**config.mk**
```make
export PLATFORM = sky130hd
export DESIGN_NAME = adder_share_arbiter
export DESIGN_NICKNAME = d
export VERILOG_FILES = /design/src/rtl/adder_share_arbiter.sv
export SDC_FILE = /design/constraint.sdc
export NUM_CORES = 1
export LEC_CHECK = 0
export CAP_MARGIN = 10
export CELL_PAD_IN_SITES_DETAIL_PLACEMENT = 0
export CELL_PAD_IN_SITES_GLOBAL_PLACEMENT = 1
export CORE_UTILIZATION = 26
export CTS_BUF_LIST = sky130_fd_sc_hd__clkbuf_16
export DETAILED_ROUTE_END_ITERATION = 8
export PLACE_DENSITY_LB_ADDON = 0.1
export REMOVE_ABC_BUFFERS = 1
export SYNTH_ARGS = -nofsm -noshare
export SYNTH_HDL_FRONTEND = slang
export SYNTH_SLANG_ARGS = --single-unit
```
**constraint.sdc**
```tcl
create_clock -name clk -period 9.1 [get_ports clk]
set_clock_uncertainty 0.15 [all_clocks]
set_input_delay 2.73 -clock clk [delete_from_list [all_inputs] [get_ports clk]]
set_output_delay 2.73 -clock clk [all_outputs]
set_load 0.01 [all_outputs]
```
**src/rtl/adder_share_arbiter.sv**
```systemverilog
// Round-robin arbiter sharing one adder16bit among NUM_REQ requesters.
// The sum lands in a one-entry registered slot drained by a valid/ready handshake.

module adder16bit #(
    parameter int unsigned WIDTH = 16
) (
    input  logic [WIDTH-1:0] a,
    input  logic [WIDTH-1:0] b,
    output logic [WIDTH-1:0] sum
);
    // Carry out is intentionally dropped; sums wrap modulo 2^WIDTH.
    assign sum = a + b;
endmodule

module adder_share_arbiter #(
    parameter  int unsigned NUM_REQ = 4,
    parameter  int unsigned WIDTH   = 16,
    localparam int unsigned ID_W    = $clog2(NUM_REQ)
) (
    input  logic                     clk,
    input  logic                     rst_n,
    input  logic [NUM_REQ-1:0]       req_valid,
    input  logic [NUM_REQ*WIDTH-1:0] req_a,
    input  logic [NUM_REQ*WIDTH-1:0] req_b,
    output logic [NUM_REQ-1:0]       req_ready,
    output logic                     resp_valid,
    input  logic                     resp_ready,
    output logic [WIDTH-1:0]         resp_sum,
    output logic [ID_W-1:0]          resp_id
);

    typedef enum logic {
        EMPTY = 1'b0,
        FULL  = 1'b1
    } state_t;

    state_t             state;
    state_t             state_next;
    logic [ID_W-1:0]    rr_ptr;
    logic [ID_W-1:0]    rr_ptr_next;
    logic [ID_W-1:0]    gnt_id;
    logic               gnt_found;
    logic [NUM_REQ-1:0] gnt_oh;
    logic               accept;
    logic               xfer;
    logic [WIDTH-1:0]   mux_a;
    logic [WIDTH-1:0]   mux_b;
    logic [WIDTH-1:0]   sum;

    // Round-robin search starting at rr_ptr, wrapping modulo NUM_REQ.
    always_comb begin
        logic [ID_W-1:0] idx;
        gnt_found = 1'b0;
        gnt_id    = '0;
        gnt_oh    = '0;
        for (int unsigned k = 0; k < NUM_REQ; k++) begin
            idx = ID_W'((32'(rr_ptr) + k) % NUM_REQ);
            if (!gnt_found && req_valid[idx]) begin
                gnt_found = 1'b1;
                gnt_id    = idx;
            end
        end
        if (gnt_found) begin
            gnt_oh[gnt_id] = 1'b1;
        end
    end

    // One-hot operand mux; zero when nobody is granted.
    always_comb begin
        mux_a = '0;
        mux_b = '0;
        for (int unsigned i = 0; i < NUM_REQ; i++) begin
            if (gnt_oh[i]) begin
                mux_a = mux_a | req_a[i*WIDTH +: WIDTH];
                mux_b = mux_b | req_b[i*WIDTH +: WIDTH];
            end
        end
    end

    adder16bit #(
        .WIDTH(WIDTH)
    ) u_adder (
        .a  (mux_a),
        .b  (mux_b),
        .sum(sum)
    );

    // Slot state register.
    always_ff @(posedge clk or negedge rst_n) begin
        if (!rst_n) begin
            state <= EMPTY;
        end else begin
            state <= state_next;
        end
    end

    // Next-state and round-robin pointer update.
    always_comb begin
        state_next  = state;
        rr_ptr_next = rr_ptr;
        case (state)
            EMPTY: if (xfer) state_next = FULL;
            FULL:  if (!xfer && resp_ready) state_next = EMPTY;
            default: state_next = EMPTY;
        endcase
        if (xfer) begin
            rr_ptr_next = (gnt_id == ID_W'(NUM_REQ - 1)) ? '0 : gnt_id + ID_W'(1);
        end
    end

    // Handshake outputs; nothing is granted while reset is asserted.
    always_comb begin
        accept    = (state == EMPTY) || resp_ready;
        req_ready = '0;
        if (rst_n && accept) begin
            req_ready = gnt_oh;
        end
        xfer = rst_n && accept && gnt_found;
    end

    assign resp_valid = (state == FULL);

    always_ff @(posedge clk or negedge rst_n) begin
        if (!rst_n) begin
            rr_ptr   <= '0;
            resp_sum <= '0;
            resp_id  <= '0;
        end else begin
            rr_ptr <= rr_ptr_next;
            if (xfer) begin
                resp_sum <= sum;
                resp_id  <= gnt_id;
            end
        end
    end

endmodule

```
==> metrics.yaml, run 1 <==
pre_cts_ws_ps: 1300
clk_pin_slew_ps: 50
synthCells: 311
antenna_found_initial: 0
cellInternalPower_uw: 616
status: "complete, but fails checks"
post_cts_resized: 0
worst_slack_ps: 1310
p_comb_frac: 0.781
crit_top_cell: "clkdlybuf4s50_1"
synth_cell_types: 45
start_util: 0.271
hpwlAfterDp_um: 6260
p_leak_nw: 1.66
r2r-end: "resp_sum[14]"
htreeDepth: 1
final_common_cell: "clkdlybuf4s50_1"
synth_area_um2: 2380
cts_buffers: 3
hold_violations: 0
portBuffers: 157
grt_pass1_wl_um: 13500
wl_met3_um: 475
critPathSlowestCell: "or4_1"
cts-root-buf: "clkbuf_16"
track_usage: 0.167
finalCritPeriodShare: 0.857
clock_sinks: 21
antenna_cells: 0
rr_worst_depth: 16
power_density_nw_per_um2: 279
netSwitchingPower_uw: 539
cts.path.max_buffers: 2
ff_latch_area_um2: 526
most-common-layout-cells: "clkdlybuf4s50_1, a22oi_1, a21oi_1, nand2_1, dfrtp_1"
io_pins: 158
fmax_ghz: 0.128
final_nets: 611
worst_pin_slew_ps: 664
seq_area_frac_synth: 0.220
layout-drive-gt1-share: 0.0286
fin_util: 0.469
cp.arrival_ps: 4910
die_x_um: 97.8
setup_viol: 0
async_flop_share: 1.00
avgSynthCellArea_um2: 7.67
postCtsSetupRepairBufs: 0
worstSetupEndpoint: "req_ready[1]"
crit_fanout: 13
top_layer_used: "met4"
worstPathRequired_ps: 6220
cap_violations: 0
vias: 2896
clkLatencyLatePin_ps: 250
first_iter_violations: 91
path_class: "input pin to output port"
max_slew_margin: 0.557
setup_tns_ps: 0
yosysWarningCount: 0
reg2reg_slack_ps: 5020
drt_wl_total_um: 8160
rows: 34
synth-edff-count: 0
dieArea_um2: 9560
r2r-start: "rr_ptr[0]"
drc: 18
ant_nets: 0
drt_first_pass_iters: 7
gp_congestion: 0.760
rsz0062_at_grt: "false"
synth_ff_type: "dfrtp_1"
gr-total-overflow: 0
p_clk_frac: 0.078
max-vdd-ir-drop_uv: 103
grt_max_degree: 38
cpLargestDelayFamily: "simple AND/OR/NAND/NOR gates"
core_area_um2: 8810
p_seq_frac: 0.141
min_path_type: "flip-flop to flip-flop"
grt_pass1_vias: 2834
maxSlewViolCount: 0
path_cells: "clkdlybuf4s50_1 -> or4_1 -> and3_1 -> and2_1 -> clkdlybuf4s50_1"
wl_met2_um: 3900
layout_min_cycle_time_ps: 7790
die_y_um: 97.8
endpoint_kind: "output port"
critical_path_depth: 5
hold_buffers: 0
synth-seq-cells: 21
switching_share: 0.467
syn_to_final_growth_pct: 73.3
viasPerCell: 5.14
tritoncts: "yes"
start_kind: "input pin"
cp_num_buf_inv: 2
fillers: 880
timing.hold.ws_ps: 324
drt-met1-wl_um: 3780
multiInputGateArea_um2: 1740
violations: "design-rule violations"
max_stage_delay_ps: 640
cp-startpoint: "req_valid[1]"
wire_per_inst_um: 14.5
[how the worst min path moves through the flow]
stage,cells past startpoint,from,slack (ps),end
after global routing,2,resp_sum[1],340,resp_sum[1]
after floorplan,2,rr_ptr[0],340,rr_ptr[0]
after global placement,2,resp_sum[0],310,resp_sum[0]
final,2,resp_sum[1],320,resp_sum[1]
after CTS,2,resp_sum[0],330,resp_sum[0]
after detailed placement,2,resp_sum[0],310,resp_sum[0]
[kinds of logic after synthesis]
group	after synthesis	share of synthesized area
simple gates	71	0.151
buf+inv	33	0.0525
compound gates	156	0.430
fa+ha+maj	20	0.108
mux	2	0.00892
flops	21	0.220
xor+xnor	8	0.0294
[cell type report]
class / count / share of cell area
repair buffers: 163 / 0.391
clock inverters: 1 / 0.000908
well taps: 108 / 0.0327
multi-input cells: 257 / 0.421
inverters: 10 / 0.00908
flip-flops and latches: 21 / 0.127
clock buffers: 3 / 0.0182
[state kept, by name, summed over array words and instances, names as in the netlist]
register    cells
rr_ptr          2
resp_sum       16
resp_valid      1
resp_id         2
[layer usage]
layer | track usage | vias up
met5 | 0 | -
met3 | 0.0215 | 2
met4 | 0.0198 | 0
met2 | 0.299 | 93
met1 | 0.222 | 1315
li1 | - | 1486
[power groups by stage]
stage                     clock network [mW]  registers (mW)  logic (mW)
after floorplan                            0           0.180       0.577
after global placement                     0           0.164       0.906
after detailed placement                   0           0.164       0.907
after CTS                             0.0937           0.163       0.912
after global routing                  0.0976           0.169        1.01
final                                 0.0905           0.163       0.901
[worst reg2reg max path, cell delays in order, from the launching register on]
cell	delay (ps)
dfrtp_1	390
nor2b_1	80
a21oi_1	130
o22ai_1	110
a21oi_1	330
inv_1	120
ha_1	210
buf_4	250
a22oi_1	250
a21oi_1	100
ha_1	260
fa_1	420
a21oi_1	240
o21ai_0	250
nor3b_1	250
or4_1	400
nand3_1	90
[per-stage QoR]
step	cell area [um^2]	cells	power [mW]
2_1_floorplan	2300	288	0.757
3_3_place_gp	4060	559	1.07
3_5_place_dp	4060	559	1.07
4_1_cts	4130	563	1.17
5_1_grt	4130	563	1.28
6_report	4130	563	1.15
[synth_stat cells (all sizes together), types with 2 or more instances]
library cell / instances / area [um^2]
a22o: 3 / 26.3
a31oi: 2 / 12.5
nand3: 8 / 45.0
nand2: 30 / 113
inv: 10 / 37.5
a21oi: 46 / 230
ha: 19 / 238
clkbuf: 22 / 82.6
dfrtp: 21 / 526
a22oi: 62 / 465
o211ai: 3 / 22.5
a211oi: 3 / 22.5
a21o: 4 / 30.0
xnor2: 3 / 26.3
o22ai: 3 / 18.8
nor2: 7 / 26.3
and3: 3 / 18.8
nor3b: 4 / 30.0
o21ai: 17 / 85.1
o31ai: 2 / 15.0
o21a: 3 / 22.5
nand3b: 2 / 15.0
and2: 6 / 37.5
or4: 3 / 22.5
xor2: 5 / 43.8
nor3: 2 / 10.0
Note: power is estimated with default switching activity, not from simulation.
==> inputs of run 2 (changes only) <==
--- a/config.mk
+++ b/config.mk
@@ -10,6 +10,7 @@
 export CELL_PAD_IN_SITES_GLOBAL_PLACEMENT = 1
 export CORE_UTILIZATION = 26
 export CTS_BUF_LIST = sky130_fd_sc_hd__clkbuf_16
+export CTS_CLUSTER_SIZE = 40
 export DETAILED_ROUTE_END_ITERATION = 8
 export PLACE_DENSITY_LB_ADDON = 0.1
 export REMOVE_ABC_BUFFERS = 1
==> results of run 2 <==
Same layout as run 1: the final DEF is identical, and so are final timing and power.
==> inputs of run 3 (changes only) <==
--- a/config.mk
+++ b/config.mk
@@ -13,7 +13,6 @@
 export CTS_CLUSTER_SIZE = 40
 export DETAILED_ROUTE_END_ITERATION = 8
 export PLACE_DENSITY_LB_ADDON = 0.1
-export REMOVE_ABC_BUFFERS = 1
 export SYNTH_ARGS = -nofsm -noshare
 export SYNTH_HDL_FRONTEND = slang
 export SYNTH_SLANG_ARGS = --single-unit
==> metrics.yaml, run 3 (same netlist as run 1, synthesis figures left out) <==
status: "complete, but fails checks"
violations: "design-rule violations"
path_cells: "clkdlybuf4s50_1 -> nor2b_1 -> a21oi_1 -> o22ai_1 -> a21oi_1 -> inv_1 -> ha_1 -> and2_1 -> clkdlybuf4s50_1"
reg2reg_slack_ps: 4930  # -90 ps
final_common_cell: "clkdlybuf4s50_1"
rsz0062_at_grt: "false"
max_slew_margin: 0.576  # +0.0196
p_clk_frac: 0.077  # about the same
cts_buffers: 3  # unchanged
clkLatencyLatePin_ps: 250  # about the same
start_kind: "input pin"
finalCritPeriodShare: 0.864  # +0.00743
finalInstanceArea_um2: 4130  # unchanged
drt_first_pass_iters: 7  # unchanged
timing.hold.ws_ps: 328  # +4.45 ps
viasPerCell: 5.34  # +3.8%
wire_per_inst_um: 17.1  # +18%
worst_pin_slew_ps: 635  # -29.4 ps
final_nets: 611  # unchanged
switching_share: 0.474  # +0.00753
worstPathRequired_ps: 6220  # about the same
rr_worst_depth: 14  # -2
setup_tns_ps: 0  # unchanged
endpoint_kind: "output port"
p_seq_frac: 0.139  # -0.002
post_cts_resized: 0  # unchanged
path_class: "input pin to output port"
portBuffers: 157  # unchanged
hold_path_end: "resp_sum[11]"
drt_wl_total_um: 9640  # +18%
hold-path-cell-count: 2  # unchanged
grt_pass1_wl_um: 15300  # +13%
vias: 3007  # +3.8%
cp-startpoint: "req_valid[0]"
max-vdd-ir-drop_uv: 161  # +57%
instances_no_fill: 563  # unchanged
rows: 34  # unchanged
p_leak_nw: 1.66  # unchanged
worst_slack_ps: 1240  # -67.6 ps
wl_met3_um: 381  # -20%
io_pins: 158  # unchanged
wl_met2_um: 5360  # +37%
first_iter_violations: 106  # +16%
core_area_um2: 8810  # unchanged
postCtsSetupRepairBufs: 0  # unchanged
hold_buffers: 0  # unchanged
cp.arrival_ps: 4980  # +70 ps
hpwlAfterDp_um: 7530  # +20%
maxSlewViolCount: 0  # unchanged
cts-root-buf: "clkbuf_16"
dieArea_um2: 9560  # unchanged
r2r-start: "rr_ptr[0]"
cap_violations: 0  # unchanged
setup_viol: 0  # unchanged
largest_reg_flops: 16  # unchanged
hold_violations: 0  # unchanged
min_path_type: "flip-flop to flip-flop"
cellInternalPower_uw: 616  # about the same
ant_nets: 0  # unchanged
top_regs: "resp_sum (16), resp_id (2), rr_ptr (2)"
die_y_um: 97.8  # unchanged
htreeDepth: 1  # unchanged
cts.path.max_buffers: 2  # unchanged
pre_cts_ws_ps: 1220  # -82.0 ps
p_comb_frac: 0.785  # +0.004
min_from: "resp_sum[11]"
gr-total-overflow: 0  # unchanged
clock_sinks: 21  # unchanged
die_x_um: 97.8  # unchanged
top_layer_used: "met4"
most-common-layout-cells: "clkdlybuf4s50_1, a22oi_1, a21oi_1, nand2_1, dfrtp_1"
crit_fanout: 5  # -8
r2r-end: "resp_sum[13]"
max_stage_delay_ps: 490  # -150 ps
netSwitchingPower_uw: 556  # +3.2%
fmax_ghz: 0.127  # -0.86%
start_util: 0.271  # unchanged
regMostFlops: "resp_sum"
gp_congestion: 0.766  # +0.78%
dp_cells: 559  # unchanged
grt_max_degree: 38  # unchanged
layout-drive-gt1-share: 0.0286  # unchanged
finalPower_mw: 1.17  # +1.5%
layout_min_cycle_time_ps: 7860  # +67.6 ps
fin_util: 0.469  # unchanged
drt-met1-wl_um: 3800  # +0.53%
antenna_found_initial: 0  # unchanged
grt_pass1_vias: 3107  # +9.6%
power_density_nw_per_um2: 284  # +1.5%
syn_to_final_growth_pct: 73.3  # unchanged
antenna_cells: 0  # unchanged
drc: 18  # unchanged
critPathSlowestCell: "clkdlybuf4s50_1"
clk_pin_slew_ps: 60  # about the same
tritoncts: "yes"
synth_nets: 466
track_usage: 0.197  # +0.0293
placed_area_um2: 4060  # unchanged
## run 3: cell counts in the layout (fill, tap and decap cells not counted)
No cell type changed its count.
## run 3: power by group through the flow
stage / clock [mW] / sequential (mW) / combinational (mW)
final: 0.0902 / 0.162 / 0.920
after detailed placement: 0 / 0.165 / 0.926
after CTS: 0.0914 / 0.164 / 0.932
after global routing: 0.0960 / 0.170 / 1.02
after global placement: 0 / 0.166 / 0.925
after floorplan: 0 / 0.180 / 0.589
## run 3: per-layer routing
layer / vias to the layer above / global-route usage
met2: 95 / 0.412
met5: - / 0
li1: 1493 / -
met4: 0 / 0.0245
met1: 1413 / 0.213
met3: 6 / 0.0208
## run 3: worst max path at each step
stage / to / cells past startpoint / slack [ps]
3_5_place_dp: req_ready[2] / 9 / 1220
2_1_floorplan: req_ready[3] / 8 / 2050
5_1_grt: req_ready[2] / 9 / 1120
6_report: req_ready[2] / 9 / 1240
3_3_place_gp: req_ready[2] / 5 / 1260
4_1_cts: req_ready[2] / 9 / 1210
## run 3: area by class of cell
| type | count | area [um^2] |
|---|---|---|
| Timing Repair Buffer | 163 | 1620 |
| Multi-Input combinational cell | 257 | 1740 |
| Clock inverter | 1 | 3.75 |
| Fill cell | 876 | 4670 |
| Sequential cell | 21 | 526 |
| Clock buffer | 3 | 75.1 |
| Inverter | 10 | 37.5 |
| Tap cell | 108 | 135 |
## run 3: worst max-delay path: cells and delay by family
kind,cells,cell delay (ps)
AO/OA/AOI/OAI,3,610
adder cells (fa/ha/maj),1,220
buffers and inverters,3,1100
AND/OR/NAND/NOR,2,320
